$ cat src/rtl/fetch_stage.sv
`default_nettype none
// ============================================================================
//  Module      : fetch_stage
//  Description : Instruction fetch stage. Holds the fetch PC and the F/D
//                pipeline latch, handles stall (freeze), taken branch/jump
//                (redirect plus bubble injection), and counts fetched
//                instructions and flush bubbles.
//  Revision    : 1.0 - initial release
// ============================================================================
module fetch_stage (
    input  logic        clock,
    input  logic        reset,
    input  logic        stall,
    input  logic        branched_jumped,
    input  logic [31:0] target_pc,
    input  logic [31:0] q_imem,
    output logic [11:0] address_imem,
    output logic [31:0] pc_out,
    output logic [31:0] insn_fd_out,
    output logic [31:0] pc_fd_out,
    output logic        fd_valid,
    output logic [31:0] fetch_count,
    output logic [31:0] bubble_count,
    output logic [1:0]  state
);

    localparam logic [31:0] BUBBLE = 32'h0000_0000;

    typedef enum logic [1:0] {
        BOOT  = 2'b00,
        RUN   = 2'b01,
        HOLD  = 2'b10,
        FLUSH = 2'b11
    } state_t;

    state_t cur_state;
    state_t next_state;

    // Per-edge action, decoded once so the FSM and datapath always agree.
    logic do_redirect;
    logic do_advance;

    // Action decode: redirect beats stall beats advance; BOOT does nothing.
    always_comb begin
        do_redirect = 1'b0;
        do_advance  = 1'b0;
        next_state  = cur_state;
        if (cur_state == BOOT) begin
            next_state = RUN;
        end else if (branched_jumped) begin
            do_redirect = 1'b1;
            next_state  = FLUSH;
        end else if (stall) begin
            next_state  = HOLD;
        end else begin
            do_advance  = 1'b1;
            next_state  = RUN;
        end
    end

    // State register.
    always_ff @(posedge clock or posedge reset) begin
        if (reset) begin
            cur_state <= BOOT;
        end else begin
            cur_state <= next_state;
        end
    end

    // PC, F/D latch and counters; a stall simply leaves everything untouched.
    always_ff @(posedge clock or posedge reset) begin
        if (reset) begin
            pc_out       <= 32'h0;
            insn_fd_out  <= BUBBLE;
            pc_fd_out    <= 32'h0;
            fd_valid     <= 1'b0;
            fetch_count  <= 32'h0;
            bubble_count <= 32'h0;
        end else if (do_redirect) begin
            pc_out       <= target_pc;
            insn_fd_out  <= BUBBLE;
            pc_fd_out    <= 32'h0;
            fd_valid     <= 1'b0;
            bubble_count <= bubble_count + 32'h1;
        end else if (do_advance) begin
            pc_out       <= pc_out + 32'h1;
            insn_fd_out  <= q_imem;
            pc_fd_out    <= pc_out + 32'h1;
            fd_valid     <= 1'b1;
            fetch_count  <= fetch_count + 32'h1;
        end
    end

    assign address_imem = pc_out[11:0];
    assign state        = cur_state;

endmodule
`default_nettype wire

$ cat config.mk
export PLATFORM = sky130hd
export DESIGN_NAME = fetch_stage
export DESIGN_NICKNAME = d
export VERILOG_FILES = /design/src/rtl/fetch_stage.sv
export SDC_FILE = /design/constraint.sdc
export NUM_CORES = 1
export LEC_CHECK = 0
export CAP_MARGIN = 20
export CORE_MARGIN = 5
export CORE_UTILIZATION = 41
export DETAILED_ROUTE_END_ITERATION = 7
export PLACE_DENSITY = 0.8
export SYNTH_ARGS = -nofsm -noshare
export SYNTH_HDL_FRONTEND = slang
export SYNTH_SLANG_ARGS = --single-unit
$ cat constraint.sdc
create_clock -name clock -period 9.2 [get_ports clock]
set_clock_uncertainty 0.05 [all_clocks]
set_input_delay 0.92 -clock clock [delete_from_list [all_inputs] [get_ports clock]]
set_output_delay 0.92 -clock clock [all_outputs]
set_load 0.03 [all_outputs]
==> insert_results.sql <==
INSERT INTO impl_metrics (metric_group, metric, value, unit) VALUES
('sta', 'timing.final.crit_period', '3110', 'ps'),
('placed_design', 'placement.io_buffers', '242', ''),
('critical_path', 'reg2reg_to', 'pc_out[24]$_DFFE_PP0P_', ''),
('sta', 'max_slew.worst_pin.slew', '1020', 'ps'),
('synthesis', 'synth_area_leaders', 'sky130_fd_sc_hd__dfrtp_1 (55%), sky130_fd_sc_hd__xnor2_1 (6.8%), sky130_fd_sc_hd__nand2_1 (4.7%)', ''),
('pwr', 'sw_frac_of_total', '33.0', '%'),
('synthesis', 'synth_ff_type', 'sky130_fd_sc_hd__dfrtp_1', ''),
('critical_path', 'worstPathCellList', 'clkdlybuf4s50_1 > o21a_2 > nand4_4 > or4_4 > nor2_2 > xor2_1', ''),
('critical_path', 'cp.arrival', '3390', 'ps'),
('synthesis', 'async_reset_ff_share', '100', '%'),
('clock_tree', 'cts_max_level', '4', ''),
('critical_path', 'path_depth', '6', ''),
('final_layout', 'synthToLayoutAreaGrowth', '42.4', '%'),
('die', 'chipWidth', '144', 'um'),
('die', 'design.portCount', '243', ''),
('critical_path', 'endpoint_kind', 'flop', ''),
('synthesis', 'fraction_of_the_yosys_area_taken_by_sequential_cells', '55.4', '%'),
('global_route', 'first_global_vias', '6332', ''),
('global_route', 'grt_first_pass_wirelength', '33.3', 'mm'),
('min_path', 'timing.hold.worst_path_depth', '1', ''),
('pwr', 'vdd_ir_drop_max', '127', 'uV'),
('flow_run', 'drv.max_cap_violation_count', '0', ''),
('outcome', 'status', 'completed', ''),
('critical_path', 'startpoint_kind_of_the_worst_setup_timing_path', 'input pin', ''),
('synthesis', 'synth.avg_cell_area', '10.7', 'um^2'),
('synthesis', 'synth_area', '0.00737', 'mm^2'),
('sta', 'rsz0062_at_grt', 'no', ''),
('synthesis', 'synth_enable_flop_cells', '0', ''),
('final_layout', 'fin_nets', '977', ''),
('clock_tree', 'clk_pin_slew', '70', 'ps'),
('drt', 'remaining_drc_errors', '0', ''),
('critical_path', 'reg2reg_setup_slack', '6320', 'ps'),
('die', 'dieHeight', '144', 'um'),
('synthesis', 'synth_top_cell_by_area', 'sky130_fd_sc_hd__dfrtp_1', ''),
('clock_tree', 'clockBufferDepth', '2', ''),
('die', 'rows', '49', ''),
('placed_design', 'place.gp.congestion', '0.848', ''),
('synthesis', 'synth_largest_type_area_fraction', '55.4', '%'),
('clock_tree', 'cts_post_setup_buffers_inserted', '0', ''),
('die', 'total_die_area', '0.0207', 'mm^2'),
('critical_path', 'worst-endpoint-required', '9480', 'ps'),
('final_layout', 'layout-drive-gt1-share', '5.88', '%'),
('sta', 'drv_slew', '0', ''),
('clock_tree', 'cts_repair_resize_count', '0', ''),
('drt', 'routed_via_count', '6184', ''),
('clock_tree', 'clock-root-buffer', 'sky130_fd_sc_hd__clkbuf_16', ''),
('pwr', 'p_leak', '4.38', 'nW'),
('global_route', 'total_grt_usage', '20.3', '%'),
('min_path', 'worstHoldEndpoint', 'fetch_count[31]$_DFFE_PP0P_', ''),
('drt', 'route.antenna.remaining_nets', '0', ''),
('critical_path', 'critical_path.n_buffers_inverters', '1', ''),
('clock_tree', 'cts_inserted_buffers', '17', ''),
('placed_design', 'numPlacedInstances', '1116', ''),
('sta', 'period_utilization_post_route', '33.8', '%'),
('final_layout', 'reg_area', '0.00408', 'mm^2'),
('drt', 'drt-initial-drc-count', '413', ''),
('final_layout', 'final_core_util', '58.8', '%'),
('min_path', 'holdCritStartpoint', 'fetch_count[31]$_DFFE_PP0P_', ''),
('sta', 'timing.setup.tns', '0', 'ps'),
('critical_path', 'rr_startpoint', 'pc_out[0]$_DFFE_PP0P_', ''),
('critical_path', 'cpLargestDelayFamily', 'simple AND/OR/NAND/NOR gates', ''),
('pwr', 'total_power', '2.09', 'mW'),
('pwr', 'share_clk_of_total_power', '34.7', '%'),
('critical_path', 'worst-setup-path-type', 'input pin to flop', ''),
('final_layout', 'layout_cells_excl_fill', '1150', ''),
('sta', 'max_clock_freq', '322', 'MHz'),
('pwr', 'net_load_switching_power', '0.692', 'mW'),
('synthesis', 'netlist-cell-type-count', '51', ''),
('drt', 'route.detailed.vias_per_inst', '5.38', ''),
('final_layout', 'multi_input_comb_area', '0.00306', 'mm^2'),
('min_path', 'timing.hold.worst.class', 'flop to flop', '');
layer usage:
metal / GRT usage (%) / wire length, um / up-vias
met5: 0 / 0 / -
met4: 7.33 / 404 / 0
met3: 5.46 / 1480 / 27
met2: 32.0 / 10200 / 223
met1: 26.9 / 8750 / 3041
li1: - / - / 2893
placed cells by master, fill, tap and decap left out, types with 3 or more instances in the layout:
cell,n
sky130_fd_sc_hd__a21o_1,3
sky130_fd_sc_hd__a21oi_1,7
sky130_fd_sc_hd__a221o_1,6
sky130_fd_sc_hd__a22o_1,32
sky130_fd_sc_hd__a22oi_1,12
sky130_fd_sc_hd__a32oi_1,4
sky130_fd_sc_hd__and2_1,3
sky130_fd_sc_hd__and3_1,8
sky130_fd_sc_hd__and4_1,8
sky130_fd_sc_hd__clkbuf_16,17
sky130_fd_sc_hd__clkdlybuf4s50_1,242
sky130_fd_sc_hd__clkinvlp_4,3
sky130_fd_sc_hd__dfrtp_1,163
sky130_fd_sc_hd__ha_1,3
sky130_fd_sc_hd__inv_1,5
sky130_fd_sc_hd__inv_6,6
sky130_fd_sc_hd__mux2_2,3
sky130_fd_sc_hd__nand2_1,93
sky130_fd_sc_hd__nand3_1,42
sky130_fd_sc_hd__nand4_1,30
sky130_fd_sc_hd__nor2_1,29
sky130_fd_sc_hd__nor3_1,9
sky130_fd_sc_hd__nor4_1,6
sky130_fd_sc_hd__o211a_1,3
sky130_fd_sc_hd__o21ai_0,51
sky130_fd_sc_hd__o311ai_0,5
sky130_fd_sc_hd__xnor2_1,57
sky130_fd_sc_hd__xor2_1,31
cells by family (layout without fill, tap and decap cells):
| group | Yosys count | count (layout) | share of synthesized area, % |
|---|---|---|---|
| AO/OA/AOI/OAI | 130 | 130 | 12.4 |
| XOR/XNOR | 88 | 88 | 10.5 |
| adder cells (fa/ha/maj) | 3 | 3 | 0.510 |
| buffers and inverters | 49 | 282 | 3.28 |
| flip-flops | 163 | 163 | 55.4 |
| multiplexers | 4 | 4 | 0.595 |
| other | 0 | 2 | 0 |
| AND/OR/NAND/NOR | 249 | 249 | 17.4 |
metrics by stage:
stage / setup slack, ps / hold slack [ps]
floorplan: 3830 / 599
global placement: 5730 / 409
detailed placement: 5660 / 415
CTS: 6060 / 426
global route: 5860 / 447
finish: 6090 / 425
power by group through the flow:
| stage | combinational (mW) | sequential (mW) | clock, mW |
|---|---|---|---|
| after floorplan | 0.155 | 0.999 | 0 |
| after global placement | 0.486 | 0.887 | 0 |
| after detailed placement | 0.491 | 0.890 | 0 |
| after CTS | 0.495 | 0.878 | 0.739 |
| after global routing | 0.523 | 0.892 | 0.772 |
| final | 0.489 | 0.878 | 0.726 |
worst register-to-register path, cell delays in order, from the launching register on:
cell	delay [ps]
sky130_fd_sc_hd__dfrtp_1	510
sky130_fd_sc_hd__ha_1	280
sky130_fd_sc_hd__nand3_1	370
sky130_fd_sc_hd__nor2_1	830
sky130_fd_sc_hd__nand4_1	310
sky130_fd_sc_hd__xor2_1	280
sky130_fd_sc_hd__o21ai_0	110
synth_stat cells, types with 7 or more instances:
| master | n |
|---|---|
| sky130_fd_sc_hd__a21oi_1 | 7 |
| sky130_fd_sc_hd__a22o_1 | 32 |
| sky130_fd_sc_hd__a22oi_1 | 12 |
| sky130_fd_sc_hd__and3_1 | 8 |
| sky130_fd_sc_hd__and4_1 | 8 |
| sky130_fd_sc_hd__buf_2 | 7 |
| sky130_fd_sc_hd__buf_4 | 13 |
| sky130_fd_sc_hd__clkbuf_1 | 23 |
| sky130_fd_sc_hd__dfrtp_1 | 163 |
| sky130_fd_sc_hd__nand2_1 | 93 |
| sky130_fd_sc_hd__nand3_1 | 42 |
| sky130_fd_sc_hd__nand4_1 | 30 |
| sky130_fd_sc_hd__nor2_1 | 29 |
| sky130_fd_sc_hd__nor3_1 | 9 |
| sky130_fd_sc_hd__o21ai_0 | 51 |
| sky130_fd_sc_hd__xnor2_1 | 57 |
| sky130_fd_sc_hd__xor2_1 | 31 |
area by class of cell:
| type | count | area share [%] |
|---|---|---|
| clock inverters | 15 | 1.63 |
| repair buffers | 244 | 23.2 |
| well taps | 229 | 2.73 |
| flip-flops and latches | 163 | 38.9 |
| multi-input cells | 474 | 29.1 |
| inverters | 6 | 0.262 |
| clock buffers | 17 | 4.06 |
| diodes | 2 | 0.0477 |
flip-flops by register name, summed over array words and instances, names as in the netlist:
register,cells
state,2
fd_valid,1
insn_fd_out,32
fetch_count,32
pc_out,32
bubble_count,32
pc_fd_out,32
worst max-delay path by stage:
stage                                              end       startpoint  slack, ps
after CTS                 bubble_count[19]$_DFFE_PP0P_  branched_jumped       6060
final                     bubble_count[31]$_DFFE_PP0P_  branched_jumped       6090
after global placement    bubble_count[31]$_DFFE_PP0P_  branched_jumped       5730
after floorplan            bubble_count[0]$_DFFE_PP0P_            reset       3830
after global routing      bubble_count[19]$_DFFE_PP0P_  branched_jumped       5860
after detailed placement  bubble_count[31]$_DFFE_PP0P_  branched_jumped       5660
(Power assumes the default switching activity.)
